### config.mk
export PLATFORM = sky130hd
export DESIGN_NAME = mem_wb_pipe_reg
export DESIGN_NICKNAME = d
export VERILOG_FILES = /design/src/rtl/pipe_pkg.sv /design/src/rtl/pipe_entry_reg.sv /design/src/rtl/mem_wb_pipe_reg.sv
export SDC_FILE = /design/constraint.sdc
export NUM_CORES = 1
export LEC_CHECK = 0
export CORE_ASPECT_RATIO = 1.5
export CORE_UTILIZATION = 50
export CTS_CLUSTER_DIAMETER = 150
export DETAILED_ROUTE_END_ITERATION = 8
export PLACE_DENSITY = 0.84
export SYNTH_ARGS = -nofsm -noshare
export SYNTH_HDL_FRONTEND = slang
export SYNTH_SLANG_ARGS = --single-unit
### constraint.sdc
create_clock -name clk -period 1.62 [get_ports clk]
set_input_delay 0.243 -clock clk [delete_from_list [all_inputs] [get_ports clk]]
set_output_delay 0.243 -clock clk [all_outputs]
set_load 0.05 [all_outputs]
### src/rtl/pipe_pkg.sv
// Shared definitions for the pipeline-register family (ID/EX, EX/MEM, MEM/WB).
// Contents:
//   DATA_W_DEF, DST_W_DEF     default data word width and register index width
//   WB_REGWRITE, WB_MEMTOREG  bit positions inside the MEM/WB control bundle
//   pipe_state_t              occupancy of the two-entry register, derived from
//                             the main/skid valid bits
package pipe_pkg;

  localparam int DATA_W_DEF  = 32;
  localparam int DST_W_DEF   = 5;

  localparam int WB_REGWRITE = 0;
  localparam int WB_MEMTOREG = 1;

  typedef enum logic [1:0] {
    EMPTY = 2'd0,
    ONE   = 2'd1,
    FULL  = 2'd2
  } pipe_state_t;

endpackage

### src/rtl/pipe_entry_reg.sv
// Width-generic payload register with a load enable.
// Ports:
//   clk   rising-edge clock
//   rst   synchronous active-low reset; clears the stored value to 0
//   load  capture d on the next rising edge
//   d     next value
//   q     stored value
module pipe_entry_reg #(
  parameter int W = 8
) (
  input  logic         clk,
  input  logic         rst,
  input  logic         load,
  input  logic [W-1:0] d,
  output logic [W-1:0] q
);

  logic [W-1:0] r_q;

  always_ff @(posedge clk) begin
    if (!rst) begin
      r_q <= '0;
    end else if (load) begin
      r_q <= d;
    end
  end

  assign q = r_q;

endmodule

### src/rtl/mem_wb_pipe_reg.sv
// Pipeline register with a valid/ready handshake and a two-entry skid buffer.
// Carries a control bundle, a destination register index and NUM_DATA data
// words bit-exact from one stage to the next, in strict FIFO order.
//
// Handshake: a transfer happens on a rising edge where valid & ready are both
// high on that side. in_ready depends only on registers and rst, so there is
// no combinational path from out_ready to in_ready. out_valid may be held
// indefinitely; the payload stays stable while out_valid=1 and out_ready=0.
//
// Ports:
//   clk, rst         clock, synchronous active-low reset
//   flush            turn every held entry into a bubble; same-cycle input dropped
//   in_valid/ready   upstream handshake
//   in_ctrl/dst/data upstream payload (data word 0 in the LSBs)
//   out_valid/ready  downstream handshake
//   out_ctrl         head control bundle, masked to 0 for bubbles
//   out_dst/data     head payload (stale when out_valid=0)
module mem_wb_pipe_reg
  import pipe_pkg::*;
#(
  parameter int DATA_W   = DATA_W_DEF,
  parameter int NUM_DATA = 2,
  parameter int CTRL_W   = 2,
  parameter int DST_W    = DST_W_DEF
) (
  input  logic                       clk,
  input  logic                       rst,
  input  logic                       flush,
  input  logic                       in_valid,
  output logic                       in_ready,
  input  logic [CTRL_W-1:0]          in_ctrl,
  input  logic [DST_W-1:0]           in_dst,
  input  logic [NUM_DATA*DATA_W-1:0] in_data,
  output logic                       out_valid,
  input  logic                       out_ready,
  output logic [CTRL_W-1:0]          out_ctrl,
  output logic [DST_W-1:0]           out_dst,
  output logic [NUM_DATA*DATA_W-1:0] out_data
);

  localparam int PW = NUM_DATA * DATA_W;
  localparam int EW = CTRL_W + DST_W + PW;

  logic        r_main_valid;
  logic        r_skid_valid;
  pipe_state_t w_state;

  logic          w_in_fire;
  logic          w_out_fire;
  logic          w_main_load;
  logic          w_skid_load;
  logic          w_main_valid_nxt;
  logic          w_skid_valid_nxt;
  logic [EW-1:0] w_in_entry;
  logic [EW-1:0] w_main_d;
  logic [EW-1:0] w_main_q;
  logic [EW-1:0] w_skid_q;

  assign in_ready   = ~r_skid_valid & rst;
  assign w_in_fire  = in_valid & in_ready;
  assign w_out_fire = r_main_valid & out_ready;
  assign w_in_entry = {in_ctrl, in_dst, in_data};

  // Occupancy is fully described by the two valid bits.
  always_comb begin
    w_state = EMPTY;
    if (r_skid_valid)      w_state = FULL;
    else if (r_main_valid) w_state = ONE;
  end

  always_comb begin
    w_main_load      = 1'b0;
    w_skid_load      = 1'b0;
    w_main_valid_nxt = 1'b0;
    w_skid_valid_nxt = 1'b0;
    case (w_state)
      EMPTY: begin
        w_main_load      = w_in_fire;
        w_main_valid_nxt = w_in_fire;
      end
      ONE: begin
        // Head leaving while a new entry arrives: main reloads in place.
        // Head stalled while a new entry arrives: the entry parks in skid.
        w_main_load      = w_in_fire & w_out_fire;
        w_skid_load      = w_in_fire & ~w_out_fire;
        w_main_valid_nxt = w_in_fire | ~w_out_fire;
        w_skid_valid_nxt = w_in_fire & ~w_out_fire;
      end
      FULL: begin
        w_main_load      = w_out_fire;
        w_main_valid_nxt = 1'b1;
        w_skid_valid_nxt = ~w_out_fire;
      end
      default: begin
        w_main_load      = 1'b0;
        w_skid_load      = 1'b0;
        w_main_valid_nxt = 1'b0;
        w_skid_valid_nxt = 1'b0;
      end
    endcase
  end

  // In FULL the skid entry is older than anything at the input.
  assign w_main_d = r_skid_valid ? w_skid_q : w_in_entry;

  // Flush only clears the valid bits; payload contents become don't-care.
  always_ff @(posedge clk) begin
    if (!rst) begin
      r_main_valid <= 1'b0;
      r_skid_valid <= 1'b0;
    end else if (flush) begin
      r_main_valid <= 1'b0;
      r_skid_valid <= 1'b0;
    end else begin
      r_main_valid <= w_main_valid_nxt;
      r_skid_valid <= w_skid_valid_nxt;
    end
  end

  pipe_entry_reg #(.W(EW)) u_main (
    .clk  (clk),
    .rst  (rst),
    .load (w_main_load),
    .d    (w_main_d),
    .q    (w_main_q)
  );

  pipe_entry_reg #(.W(EW)) u_skid (
    .clk  (clk),
    .rst  (rst),
    .load (w_skid_load),
    .d    (w_in_entry),
    .q    (w_skid_q)
  );

  assign out_valid = r_main_valid;
  assign out_ctrl  = w_main_q[EW-1 -: CTRL_W] & {CTRL_W{r_main_valid}};
  assign out_dst   = w_main_q[PW +: DST_W];
  assign out_data  = w_main_q[PW-1:0];

endmodule
==> out/results.txt <==
Post-Route WL: 14920 um
EDFF count, synth: 0
Synth top cells by count: nand2_1 (213), dfxtp_1 (144), buf_4 (73)
FMAX: 0.6853 GHz
Seq/Total Area, Yosys: 0.4211
Crit-path max FO: 14
Postcts setup bufs: 0
Setup_tns: 0 ps
PortBufs: 148
Worst hold slack: 397.3 ps
Clock Skew: 12.76 ps
First DRT Iteration DRCs: 226
Final Hold Vio Count: 0
Detailed Place HPWL: 9536 um
Critical path class: reg2reg
Synth top area cells: dfxtp_1 (42%), nand2_1 (12%), mux2_1 (12%)
Nets: 918
Post-Synthesis Cells: 788
ANT cells: 0
Antenna violations before repair: 0
VDD IR max: 623.0 uV
Synth top area share: 0.4211
Largest area contributor in the netlist: dfxtp_1
GR Overflow Total: 0
First-pass GRT wire length: 24310 um
CTS clk-pin slew, worst paths: 60 ps
Root buffer cell: clkbuf_16
Final min period: 1459 ps
Setup repair after global routing missed its margin: no
Post-DRT Antenna Nets: 0
Core Util, Final: 0.6309
Outcome: completed
Setup slack, reg-to-reg: 160 ps
Hold-fix buffers, CTS: 0
Via density per instance: 5.191
Post-route DRC: 0
Global placer's final weighted congestion: 0.7583
Worst setup EP type: register
Die width: 97.54 um
Slew Limit Fails: 0
Asr flop ratio synth: 0
Worst-margin pin slew: 622.3 ps
WP data required: 1940 ps
H-tree depth: 4
Area Overhead vs Synth: 23.52%
Mean Syn Cell Area: 8.687 um^2
Period utilization: 0.9007
Largest net degree at the start of global routing: 158
Vias: 5279
CTS Buf Count: 17
Initial Util: 0.5107
Core Region: 0.01340 mm^2
Die ar.: 0.01417 mm^2
# rows: 52
First drt pass iteration count: 5
I/O pin count: 149
DIE HEIGHT: 145.3 um
Resize count post-CTS: 0
Synth Net Count: 864
Crit path DAT: 1780 ps
Setup WS pre-CTS: -118.0 ps
Hold WC Path Type: in2reg
Synth warn: 0
Wire per inst: 14.67 um
Max-slew headroom: 0.5851
Clock sink total: 144
Synth cell types: 24
Layout cells sized above 1: 0.1544
P_leak: 3.629 nW
Post-Place Cells: 985
Final setup viols: 0
Non-Filler Instances: 1017
Min setup slack post-route: 160.9 ps
Max Cap Viol: 0
CTS max path bufs: 2
Synthesis-stage register bit count: 144
Critical Path Source Type: register
Gr usage total: 0.2106
Post-Syn Area: 0.006845 mm^2
CTS tree: yes
Most used DFF post-synth: dfxtp_1
Most common cell in the netlist: nand2_1
P per Cell Area: 1094 mW/mm^2
Vias in the first global route: 5054
Clk_lat worst skew: 420 ps
[cell usage in the layout, fill, tap and decap left out]
cell | synthesis | layout
clkdlybuf4s50_1 | 0 | 73
nor2b_2 | 0 | 1
buf_4 | 73 | 82
inv_4 | 0 | 1
clkbuf_1 | 29 | 1
mux2_2 | 1 | 1
clkinv_4 | 0 | 4
dfxtp_4 | 0 | 1
nor3_1 | 1 | 1
and3_2 | 0 | 1
buf_6 | 7 | 1
bufinv_16 | 0 | 4
clkinvlp_4 | 0 | 1
buf_2 | 23 | 1
nand4_1 | 1 | 1
nor2_1 | 1 | 1
buf_12 | 0 | 11
nor2b_1 | 2 | 1
inv_1 | 1 | 1
a211o_4 | 0 | 1
nand2_1 | 213 | 213
dfxtp_1 | 144 | 143
o21ai_1 | 71 | 71
nor4bb_4 | 0 | 1
a21oi_1 | 2 | 2
a211oi_1 | 1 | 1
mux2_1 | 70 | 70
clkbuf_16 | 0 | 17
mux2i_1 | 71 | 71
nand3_1 | 70 | 70
clkbuf_8 | 0 | 3
inv_6 | 0 | 1
and2_1 | 2 | 2
nand2b_1 | 1 | 1
[cell type report]
cell class                 count  area [um^2]
fill                        1082         4947
multi-input combinational    510         3132
sequential                   144         2887
timing repair buffer         168         1583
clock buffer                  21        470.5
tap                          162        202.7
clock inverter                11        177.7
inverter                       1        3.754
[cell families (layout without fill, tap and decap cells)]
kind of cell,count (synthesis),count (layout),share of synthesized area
flops,144,144,0.4211
simple gates,293,293,0.1771
buf+inv,134,201,0.1254
compound gates,75,75,0.05575
mux,142,142,0.2206
[path summary, 6_finish.rpt]
check,from,to,depth (start not counted)
worst max-delay path,out_valid$_SDFF_PP0_,u_main.q[7]$_SDFFE_PN0P_,4
worst max register to register,out_valid$_SDFF_PP0_,u_main.q[7]$_SDFFE_PN0P_,4
worst min-delay path,in_data[52],u_skid.q[52]$_SDFFE_PN0P_,3
worst min register to register,u_skid.q[65]$_SDFFE_PN0P_,u_skid.q[65]$_SDFFE_PN0P_,2
[sequential cells by signal, indices dropped and copies added (netlist names)]
| register | count |
|---|---|
| r_skid_valid | 1 |
| out_valid | 1 |
| u_main.q | 71 |
| u_skid.q | 71 |
[where the power goes]
group	leakage, nW	switching (mW)	internal (mW)
combinational	2.14	0.754	0.516
clock	0.314	1.52	2.72
sequential	1.17	0.0693	3.67
total	3.63	2.34	6.90
[worst max-delay path, cell delays in order (launching register included)]
cell	delay (ps)
dfxtp_1	420
nor2b_1	260
a211o_4	180
buf_4	270
mux2i_1	240
[per-layer routing]
metal / track usage / up-vias / wire, um
li1: - / 2667 / -
met1: 0.2418 / 2489 / 6382
met2: 0.3762 / 108 / 7832
met3: 0.04480 / 15 / 453
met4: 0.08456 / 0 / 247
met5: 0 / - / 0
[through the flow]
stage                     area (um^2)  power (mW)
after detailed placement         7807       5.085
final                            8456       9.247
after CTS                        8456       9.325
after floorplan                  6848       4.746
after global placement           7807       5.070
after global routing             8456       9.574
Note: power is estimated with default switching activity, not from simulation.
